`src/rtl/id_exe_stage_reg.sv`:
```
// ID/EXE pipeline register: one-cycle latch of decoded control, operands and flags,
// with freeze (stall), flush (bubble) and a valid bit. `FORWARDING_EN adds src1/src2 indices.
module id_exe_stage_reg #(
  parameter int WIDTH      = 32,
  parameter int REG_ADDR_W = 4
) (
  input  logic                  clk,
  input  logic                  rst,
  input  logic                  freeze,
  input  logic                  flush,
  input  logic                  valid_in,
  input  logic                  wb_en_in,
  input  logic                  mem_r_en_in,
  input  logic                  mem_w_en_in,
  input  logic                  b_in,
  input  logic                  s_in,
  input  logic [3:0]            exe_cmd_in,
  input  logic [WIDTH-1:0]      pc_in,
  input  logic [WIDTH-1:0]      val_rn_in,
  input  logic [WIDTH-1:0]      val_rm_in,
  input  logic                  imm_in,
  input  logic [11:0]           shift_operand_in,
  input  logic [23:0]           signed_imm_24_in,
  input  logic [REG_ADDR_W-1:0] dest_in,
  input  logic [3:0]            status_in,
`ifdef FORWARDING_EN
  input  logic [REG_ADDR_W-1:0] src1_in,
  input  logic [REG_ADDR_W-1:0] src2_in,
  output logic [REG_ADDR_W-1:0] src1_out,
  output logic [REG_ADDR_W-1:0] src2_out,
`endif
  output logic                  valid_out,
  output logic                  wb_en_out,
  output logic                  mem_r_en_out,
  output logic                  mem_w_en_out,
  output logic                  b_out,
  output logic                  s_out,
  output logic [3:0]            exe_cmd_out,
  output logic [WIDTH-1:0]      pc_out,
  output logic [WIDTH-1:0]      val_rn_out,
  output logic [WIDTH-1:0]      val_rm_out,
  output logic                  imm_out,
  output logic [11:0]           shift_operand_out,
  output logic [23:0]           signed_imm_24_out,
  output logic [REG_ADDR_W-1:0] dest_out,
  output logic [3:0]            status_out
);

  typedef struct packed {
    logic                  valid;
    logic                  wb_en;
    logic                  mem_r_en;
    logic                  mem_w_en;
    logic                  b;
    logic                  s;
    logic [3:0]            exe_cmd;
    logic [WIDTH-1:0]      pc;
    logic [WIDTH-1:0]      val_rn;
    logic [WIDTH-1:0]      val_rm;
    logic                  imm;
    logic [11:0]           shift_operand;
    logic [23:0]           signed_imm_24;
    logic [REG_ADDR_W-1:0] dest;
    logic [3:0]            status;
`ifdef FORWARDING_EN
    logic [REG_ADDR_W-1:0] src1;
    logic [REG_ADDR_W-1:0] src2;
`endif
  } stage_t;

  stage_t stage_d, stage_q;

  always_comb begin
    stage_d = stage_q;
    if (flush) begin
      stage_d = '0;
    end else if (!freeze) begin
      stage_d.valid         = valid_in;
      // Side-effecting controls are masked so a non-valid slot can never commit anything.
      stage_d.wb_en         = valid_in & wb_en_in;
      stage_d.mem_r_en      = valid_in & mem_r_en_in;
      stage_d.mem_w_en      = valid_in & mem_w_en_in;
      stage_d.b             = valid_in & b_in;
      stage_d.s             = valid_in & s_in;
      stage_d.exe_cmd       = exe_cmd_in;
      stage_d.pc            = pc_in;
      stage_d.val_rn        = val_rn_in;
      stage_d.val_rm        = val_rm_in;
      stage_d.imm           = imm_in;
      stage_d.shift_operand = shift_operand_in;
      stage_d.signed_imm_24 = signed_imm_24_in;
      stage_d.dest          = dest_in;
      stage_d.status        = status_in;
`ifdef FORWARDING_EN
      stage_d.src1          = src1_in;
      stage_d.src2          = src2_in;
`endif
    end
  end

  always_ff @(posedge clk or posedge rst) begin
    if (rst) stage_q <= '0;
    else     stage_q <= stage_d;
  end

  assign valid_out         = stage_q.valid;
  assign wb_en_out         = stage_q.wb_en;
  assign mem_r_en_out      = stage_q.mem_r_en;
  assign mem_w_en_out      = stage_q.mem_w_en;
  assign b_out             = stage_q.b;
  assign s_out             = stage_q.s;
  assign exe_cmd_out       = stage_q.exe_cmd;
  assign pc_out            = stage_q.pc;
  assign val_rn_out        = stage_q.val_rn;
  assign val_rm_out        = stage_q.val_rm;
  assign imm_out           = stage_q.imm;
  assign shift_operand_out = stage_q.shift_operand;
  assign signed_imm_24_out = stage_q.signed_imm_24;
  assign dest_out          = stage_q.dest;
  assign status_out        = stage_q.status;
`ifdef FORWARDING_EN
  assign src1_out          = stage_q.src1;
  assign src2_out          = stage_q.src2;
`endif

endmodule

```
`config.mk`:
```
export PLATFORM = sky130hd
export DESIGN_NAME = id_exe_stage_reg
export DESIGN_NICKNAME = d
export VERILOG_FILES = /design/src/rtl/id_exe_stage_reg.sv
export SDC_FILE = /design/constraint.sdc
export NUM_CORES = 1
export LEC_CHECK = 0
export CAP_MARGIN = 20
export CORE_UTILIZATION = 30
export DETAILED_ROUTE_END_ITERATION = 10
export GPL_TIMING_DRIVEN = 0
export PLACE_DENSITY_LB_ADDON = 0.3
export SLEW_MARGIN = 10
export SYNTH_ARGS = -nofsm -noshare
export SYNTH_HDL_FRONTEND = slang
export SYNTH_SLANG_ARGS = --single-unit
```
`constraint.sdc`:
```
create_clock -name clk -period 6 [get_ports clk]
set_input_delay 1.5 -clock clk [delete_from_list [all_inputs] [get_ports clk]]
set_output_delay 1.5 -clock clk [all_outputs]
set_load 0.05 [all_outputs]
```
==> summary.txt <==
Clock network
  – Reg clk slew, reported paths: 70 ps
  – Hold_buf cts: 0
  – Clock Path Buffers: 2
  – Clk sinks: 151
  – CTS tree: yes
  – H-tree Lvls: 4
  – Post-CTS setup buffer count: 0
  – Skew-Pair Late Insertion Delay: 410 ps
  – Root Driver: clkbuf_16
  – Cts repair resizes: 0
  – CTS Buf Count: 17

Logic synthesis
  – Mapped Cells: 494
  – Warnings from Yosys: 0
  – Post-synth top area cell: dfrtp_1
  – Post-synthesis cell area: 6200 um^2
  – Mean Syn Cell Area: 12.6 um^2
  – Post-synth top cells: dfrtp_1, mux2i_1, nor2_1, buf_8, clkbuf_1
  – Asr flop ratio synth: 100%
  – Register area share after synthesis: 60.9%
  – Most frequent cell after synthesis: dfrtp_1
  – Top post-synthesis cells by area: dfrtp_1, mux2i_1, nor2_1
  – Post-synthesis net count: 649
  – Post-synth EDFFs: 0
  – Synth top area share: 60.9%
  – Distinct cells, synth: 13
  – FF+latch count, synth: 151
  – Main synth FF type: dfrtp_1

Global route
  – Initial antenna violation count: 0
  – Gr usage total: 17.0%
  – Vias in the first global route: 5079
  – Global route hottest layer: met2
  – Largest net degree at the start of global routing: 85
  – GR Overflow Total: 0
  – GR met3 Demand/Resource: 5.39%
  – GR Util met1: 20.8%
  – First-pass GRT wire length: 27.9 mm
  – M2 GR Usage: 28.4%

Worst setup path
  – Crit. End Element: primary output
  – CP arrival: 1620 ps
  – Worst Setup Start Kind: flop
  – Ordered list of cells on the worst path: clkdlybuf4s50_1
  – Critical path's slowest cell: clkdlybuf4s50_1
  – Buffers & Inverters on Critical Path: 1
  – CP max stage delay: 840 ps
  – Crit path required time: 4500 ps
  – R2r startpoint: val_rm_out[5]$_DFFE_PP0P_
  – CP Class: reg2out
  – Setup crit start: pc_out[28]$_DFFE_PP0P_
  – CP delay by family, top: buffers and inverters
  – Crit-path max FO: 2

Floorplanning
  – Row count: 52
  – Core Area: 20200 um^2
  – I/O Pins: 306
  – Width of the die: 146 um
  – Starting density of the core: 30.7%
  – Chip height: 146 um
  – Die area: 21300 um^2

Route
  – Final ANT Viol Nets: 0
  – Final WL: 17.3 mm
  – Via count: 4725
  – Drt pass-1 iters: 6
  – DR iter-0 viols: 122
  – Routed WL per cell: 15.7 um
  – DR vias/cell: 4.30
  – DR DRC count: 0

Layout
  – Ant diodes: 0
  – Share of cells above drive strength 1: 7.23%
  – Final net count: 972
  – Synthesis-to-layout area growth: 63.8%
  – Design area: 10200 um^2
  – Fill count: 1861
  – Final Util: 50.2%
  – Layout Cells excl Fill: 1100

Timing
  – Clock Skew: 0 ps
  – Period utilization: 52.0%
  – Min Hold Slack: 521 ps
  – Slew HR: 58.2%
  – Final worst slack: 2880 ps
  – FMAX: 321 MHz
  – Worst Tran Pin Value: 627 ps
  – Final hold violation count: 0
  – Unrepaired setup endpoints after global routing: no
  – Minimum clock period: 3120 ps
  – Setup-failing EPs final: 0
  – Fin. max-slew vios: 0

Hold path
  – Hold wc startpoint: signed_imm_24_out[5]$_DFFE_PP0P_
  – Tightest Hold Check Type: reg2reg

Power
  – PwrDens: 267 nW/um^2
  – Max IR drop VDD: 0.166 mV
  – Leak Pwr: 4.74 nW

Place
  – Placed inst area: 9610 um^2
  – Setup WS pre-CTS: 3160 ps
  – Port buffer count: 303
  – Post-detail-place hpwl: 12.5 mm
  – Final GP Congestion: 0.728
  – Placed insts: 1068

Job
  – MaxCap Viol Count: 0

Status
  – Status: finished clean
==> metrics by stage <==
stage | total power, W | setup TNS [ps]
2_1_floorplan | 0.00147 | 0
3_5_place_dp | 0.00174 | 0
6_report | 0.00272 | 0
5_1_grt | 0.00284 | 0
3_3_place_gp | 0.00173 | -289730
4_1_cts | 0.00276 | 0
==> cell type report <==
| type | instances | area [um^2] | area share, % |
|---|---|---|---|
| inverter | 1 | 11.3 | 0.111 |
| tap | 270 | 338 | 3.32 |
| timing repair buffer | 304 | 3060 | 30.1 |
| buffer | 35 | 329 | 3.24 |
| clock buffer | 18 | 439 | 4.32 |
| multi-input combinational | 307 | 2090 | 20.6 |
| sequential | 151 | 3780 | 37.2 |
| clock inverter | 14 | 114 | 1.12 |
==> flip-flops by register name (all words and copies together), names as in the netlist, 4 cells and up <==
signal             count
pc_out                32
val_rm_out            32
val_rn_out            32
signed_imm_24_out     24
shift_operand_out     12
dest_out               4
exe_cmd_out            4
status_out             4
==> metal layers <==
layer / vias to the layer above / share of wire (%)
met2: 168 / 50
met1: 2253 / 42
met3: 17 / 7.0
met4: 0 / 1.5
li1: 2287 / -
met5: - / 0
==> final timing paths <==
check | end | slack (ps) | cells past startpoint
max | pc_out[28] | 2880 | 1
min | signed_imm_24_out[5]$_DFFE_PP0P_ | 520 | 2
max reg2reg | val_rm_out[5]$_DFFE_PP0P_ | 5270 | 2
min reg2reg | signed_imm_24_out[5]$_DFFE_PP0P_ | 520 | 2
max in group asynchronous | signed_imm_24_out[22]$_DFFE_PP0P_ | 3670 | 3
min in group asynchronous | val_rn_out[13]$_DFFE_PP0P_ | 1580 | 2
==> cells by family (layout without fill, tap and decap cells) <==
logic type / count (synthesis) / after routing / synth area share, %
multiplexers: 146 / 146 / 23.6
flip-flops: 151 / 151 / 60.9
AND/OR/NAND/NOR: 156 / 156 / 9.74
AO/OA/AOI/OAI: 5 / 5 / 0.403
buffers and inverters: 36 / 372 / 5.37
==> where the power goes <==
part           switching, W  internal (W)
combinational      0.000350      0.000257
clock              0.000454      0.000550
sequential        0.0000299       0.00107
total              0.000834       0.00188
==> cells in the final DEF (no fill, tap or decap) <==
cell type and count:
clkinv_4 3, buf_8 13, nand2_1 5, inv_6 5
buf_16 1, nor2_1 146, clkinvlp_4 3, dfrtp_1 151
nand3b_1 5, inv_8 2, clkdlybuf4s50_1 303, buf_2 7
clkinv_2 2, a21oi_1 5, clkbuf_8 1, mux2i_1 146
buf_12 1, buf_6 2, buf_4 3, clkbuf_1 9
clkbuf_16 17
(Power assumes the default switching activity.)
